**config.mk**
```make
export PLATFORM = sky130hd
export DESIGN_NAME = traffic_intersection_ctrl
export DESIGN_NICKNAME = d
export VERILOG_FILES = /design/src/rtl/traffic_intersection_ctrl.sv
export SDC_FILE = /design/constraint.sdc
export NUM_CORES = 1
export LEC_CHECK = 0
export ABC_CLOCK_PERIOD_IN_PS = 4000
export BUFFER_PORTS_ARGS = -buffer_cell sky130_fd_sc_hd__buf_4
export CORE_MARGIN = 2
export CORE_UTILIZATION = 30
export DETAILED_ROUTE_END_ITERATION = 7
export PLACE_DENSITY_LB_ADDON = 0.12
export SETUP_SLACK_MARGIN = 0.4
export SYNTH_ARGS = -nofsm -noshare
export SYNTH_HDL_FRONTEND = slang
export SYNTH_SLANG_ARGS = --single-unit
```
**constraint.sdc**
```tcl
create_clock -name clk -period 4 [get_ports clk]
set_input_delay 0.8 -clock clk [delete_from_list [all_inputs] [get_ports clk]]
set_output_delay 0.8 -clock clk [all_outputs]
set_load 0.05 [all_outputs]
```
**src/rtl/traffic_intersection_ctrl.sv**
```systemverilog
// Round-robin traffic intersection controller with fixed-length GREEN/YELLOW/ALL_RED phases.
// Optional pedestrian WALK phase is compiled in when PED_WALK_EN is defined.
module traffic_intersection_ctrl #(
  parameter int N_DIR          = 4,
  parameter int GREEN_CYCLES   = 8,
  parameter int YELLOW_CYCLES  = 3,
  parameter int ALL_RED_CYCLES = 2,
  parameter int WALK_CYCLES    = 5,
  parameter int CNT_W          = 8
) (
  input  logic             clk,
  input  logic             reset,
  input  logic [N_DIR-1:0] req,
  input  logic             ped_req,
  output logic [N_DIR-1:0] red,
  output logic [N_DIR-1:0] yellow,
  output logic [N_DIR-1:0] green,
  output logic             walk,
  output logic [2:0]       active_idx,
  output logic [1:0]       phase
);

  typedef enum logic [1:0] {
    ST_ALL_RED = 2'd0,
    ST_GREEN   = 2'd1,
    ST_YELLOW  = 2'd2,
    ST_WALK    = 2'd3
  } state_t;

  localparam logic [CNT_W-1:0] GREEN_LOAD   = CNT_W'(GREEN_CYCLES - 1);
  localparam logic [CNT_W-1:0] YELLOW_LOAD  = CNT_W'(YELLOW_CYCLES - 1);
  localparam logic [CNT_W-1:0] ALL_RED_LOAD = CNT_W'(ALL_RED_CYCLES - 1);
  localparam logic [CNT_W-1:0] WALK_LOAD    = CNT_W'(WALK_CYCLES - 1);

  state_t             r_state;
  state_t             w_state_nxt;
  logic [CNT_W-1:0]   r_cnt;
  logic [CNT_W-1:0]   w_cnt_nxt;
  logic [2:0]         r_active;
  logic [2:0]         w_active_nxt;
  logic               w_walk_entry;
  logic               w_ped_pending;

  logic [2*N_DIR-1:0] w_req2;
  logic [3:0]         w_shamt;
  logic [N_DIR-1:0]   w_rot;
  logic               w_found;
  logic [3:0]         w_off;
  logic [3:0]         w_sum;
  logic [2:0]         w_pick;
  logic [N_DIR-1:0]   w_onehot;

  // Rotate requests so bit k is approach (active+1+k) mod N_DIR; the lowest set bit wins.
  assign w_req2  = {req, req};
  assign w_shamt = {1'b0, r_active} + 4'd1;
  assign w_rot   = N_DIR'(w_req2 >> w_shamt);

  always_comb begin
    w_found = 1'b0;
    w_off   = 4'd0;
    for (int k = N_DIR - 1; k >= 0; k--) begin
      if (w_rot[k]) begin
        w_found = 1'b1;
        w_off   = 4'(k);
      end else begin
        w_found = w_found;
      end
    end
  end

  assign w_sum  = w_shamt + w_off;
  assign w_pick = (w_sum >= 4'(N_DIR)) ? 3'(w_sum - 4'(N_DIR)) : 3'(w_sum);

  always_comb begin
    w_state_nxt  = r_state;
    w_cnt_nxt    = r_cnt - {{(CNT_W-1){1'b0}}, 1'b1};
    w_active_nxt = r_active;
    w_walk_entry = 1'b0;
    if (r_cnt == '0) begin
      case (r_state)
        ST_ALL_RED: begin
          if (w_ped_pending) begin
            w_state_nxt  = ST_WALK;
            w_cnt_nxt    = WALK_LOAD;
            w_walk_entry = 1'b1;
          end else if (w_found) begin
            w_state_nxt  = ST_GREEN;
            w_cnt_nxt    = GREEN_LOAD;
            w_active_nxt = w_pick;
          end else begin
            w_cnt_nxt    = ALL_RED_LOAD;
          end
        end
        ST_GREEN: begin
          w_state_nxt = ST_YELLOW;
          w_cnt_nxt   = YELLOW_LOAD;
        end
        ST_YELLOW, ST_WALK: begin
          w_state_nxt = ST_ALL_RED;
          w_cnt_nxt   = ALL_RED_LOAD;
        end
        default: begin
          w_state_nxt = ST_ALL_RED;
          w_cnt_nxt   = ALL_RED_LOAD;
        end
      endcase
    end else begin
      w_state_nxt = r_state;
    end
  end

  always_ff @(posedge clk) begin
    if (reset) begin
      r_state  <= ST_ALL_RED;
      r_cnt    <= ALL_RED_LOAD;
      r_active <= 3'(N_DIR - 1);
    end else begin
      r_state  <= w_state_nxt;
      r_cnt    <= w_cnt_nxt;
      r_active <= w_active_nxt;
    end
  end

`ifdef PED_WALK_EN
  logic r_ped;

  // A request coinciding with WALK entry stays latched and earns the next walk.
  always_ff @(posedge clk) begin
    if (reset) begin
      r_ped <= 1'b0;
    end else begin
      r_ped <= ped_req | (r_ped & ~w_walk_entry);
    end
  end

  assign w_ped_pending = r_ped;
  assign walk          = (r_state == ST_WALK);
`else
  logic w_unused_ped;

  assign w_unused_ped  = ped_req ^ w_walk_entry;
  assign w_ped_pending = 1'b0;
  assign walk          = 1'b0;
`endif

  assign w_onehot = {{(N_DIR-1){1'b0}}, 1'b1} << r_active;

  always_comb begin
    red    = '1;
    yellow = '0;
    green  = '0;
    case (r_state)
      ST_GREEN: begin
        green = w_onehot;
        red   = ~w_onehot;
      end
      ST_YELLOW: begin
        yellow = w_onehot;
        red    = ~w_onehot;
      end
      default: begin
        red = '1;
      end
    endcase
  end

  assign active_idx = r_active;
  assign phase      = r_state;

endmodule

```
==> flow_summary.yaml <==
drt:
  route.vias.total: 945
  viasPerCell: 4.70
  drc_errors: 0
  wl_per_cell_um: 11.0
  wl_um: 2220
  ant_nets: 0
  drt-initial-drc-count: 12
  first_pass_iters: 4
grt:
  grtUsageMet1_pct: 15.2
  grt_antenna_before_repair: 0
  grt_pass1_vias: 914
  overflow: 0
  grtUsageTotal_pct: 12.6
  grt.busiest_layer: "met2"
  grt_first_pass_wirelength_um: 4040
  met3_usage_pct: 3.78
  use_met2_pct: 22.4
  grt_start_max_net_pins: 19
layout:
  nNetsFinal: 173
  fin_cells: 201
  drive_above_1_share_pct: 21.3
  fin_area_mm2: 0.00125
  fillers: 365
  synthToLayoutAreaGrowth_pct: 22.1
  final_util_pct: 37.8
  num_antenna_cells: 0
worst_setup_path:
  crit_type: "reg -> reg"
  worstReg2RegStart: "active_idx[0]"
  critical_path.max_fanout: 18
  endpoint_kind: "flop"
  required_ns: 4.22
  start_kind: "flop"
  cp_data_arrival_time_ns: 2.76
  cp-startpoint: "active_idx[0]"
die:
  num_io_pins: 25
  dieArea_mm2: 0.00390
  rows: 21
  core_mm2: 0.00331
  fp.dieH_um: 62.4
  die_x_um: 62.4
  initial_core_util_pct: 31.0
worst_hold_path:
  hold_path.class: "reg -> reg"
  hold_start: "r_cnt[0]"
synth:
  yosys-top-cells-count: "nor2_1, dfxtp_1, nand2_1"
  synth.largest_area_cell: "dfxtp_1"
  ys_seq_area_share_pct: 25.4
  avgSynthCellArea_um2: 7.65
  ys_seq_elements: 13
  yosysMostFrequentCell: "nor2_1"
  synth_cells: 134
  synthTopCellsByArea: "dfxtp_1, ha_1, nor2_1, mux2i_1, nor2b_1"
  ys_types: 38
  syn_area_mm2: 0.00102
  synth_top_flop_cell: "dfxtp_1"
  synth-async-reset-ratio_pct: 0
  yosysWarnings: 0
  synth.top_cell.area_share_pct: 25.4
  synth_nets: 151
  synth_edf_count: 0
clocking:
  cts_made_buffers: 3
  cts.clk_slew.worst_paths_ns: 0.09
  insertion_delay_ns: 0.28
  h-tree-depth: 1
  cts_resized: 0
  postCtsSetupBuffers: 0
  cts_tree: "done"
  clkSinkCount: 13
  cts-hold-fix-buffers: 0
  clockRootBuffer: "clkbuf_4"
  cts.path.max_buffers: 2
sta:
  worst_pin_slew_ns: 0.582
  holdWs_ns: 0.518
  fin_crit_ns: 2.54
  max_freq_mhz: 394
  hold_viol: 0
  finalCritPeriodShare_pct: 63.4
  rsz0062_at_grt: "no"
  fin_setup_tns_ns: 0
  finalSetupViolCount: 0
  max_slew_margin_pct: 61.2
  maxSlewViolCount: 0
  clock_skew_ns: 0.00908
place:
  placed_area_mm2: 0.00122
  dpl.hpwl_um: 1740
  dp_cells: 197
  place_congestion: 0.775
  portBuffers: 22
run_status:
  status: "complete, no violations"
power:
  power_density_mw_per_mm2: 770
  irDropWorstVdd_uv: 423
  total_leakage_power_nw: 0.552
job:
  drv_cap: 0
[metrics by stage]
step                      total power, mW  setup slack [ns]
after floorplan                     0.751              1.11
after global placement              0.879              1.31
after detailed placement            0.891              1.29
after CTS                           0.980              1.46
after global routing                 1.07              1.18
final                               0.964              1.46
[report_power, final]
group          leakage, nW  internal (mW)  switching [mW]
clock               0.0177         0.0371          0.0454
combinational        0.427          0.259           0.358
sequential           0.107          0.182          0.0826
total                0.552          0.478           0.486
[layout make-up]
type                            count  area (um2)  share of cell area, %
Tap cell                           46        57.6                   4.60
Sequential cell                    13         260                   20.8
Inverter                           12        45.0                   3.60
Clock inverter                      1        5.00                  0.400
Multi-Input combinational cell    104         696                   55.6
Clock buffer                        3        22.5                   1.80
Timing Repair Buffer               22         165                   13.2
[state kept, by name, indices dropped and copies added, names as in the netlist]
name,flops
active_idx,3
phase,2
r_cnt,8
[critical path: stages, from the launching register on]
cell and delay [ns]:
dfxtp_1 0.68, inv_1 0.24, a211oi_1 0.22, nor3_1 0.09, a222oi_1 0.22, a21o_1 0.18
ha_1 0.17, fa_1 0.41, nor2b_1 0.14, mux2i_1 0.11
[worst paths after layout]
| kind | slack (ns) | to | cells after the start |
|---|---|---|---|
| setup / recovery | 1.46 | active_idx[1] | 9 |
| hold / removal | 0.52 | r_cnt[0] | 2 |
| setup reg to reg | 1.46 | active_idx[1] | 9 |
| hold reg to reg | 0.52 | r_cnt[0] | 2 |
[metal layers]
metal	routed length, um	share of wire [%]	vias up
li1	-	-	495
met1	1050	47	430
met2	1080	49	18
met3	74	3.3	2
met4	13	0.59	0
met5	0	0	-
[cells by family after synthesis]
kind of cell | after synthesis | synth area share, %
simple gates | 62 | 31.4
compound gates | 22 | 14.9
buf+inv | 17 | 6.71
fa+ha+maj | 10 | 12.9
other cells | 1 | 0.366
flops | 13 | 25.4
mux | 5 | 4.88
xor+xnor | 4 | 3.42
[layout by cell type (no fill, tap or decap), types with 2 or more instances in the layout]
master,netlist,routed
a211oi_1,4,4
a21o_1,3,3
a21oi_1,4,4
buf_4,1,22
clkbuf_4,0,3
dfxtp_1,13,13
ha_1,9,9
inv_1,12,12
mux2i_1,5,5
nand2_1,13,13
nand2b_1,4,4
nand3_1,2,2
nor2_1,17,17
nor2b_1,8,8
nor3_1,9,9
o21ai_0,3,3
xnor2_1,2,2
xor2_1,2,2
(Power assumes the default switching activity.)
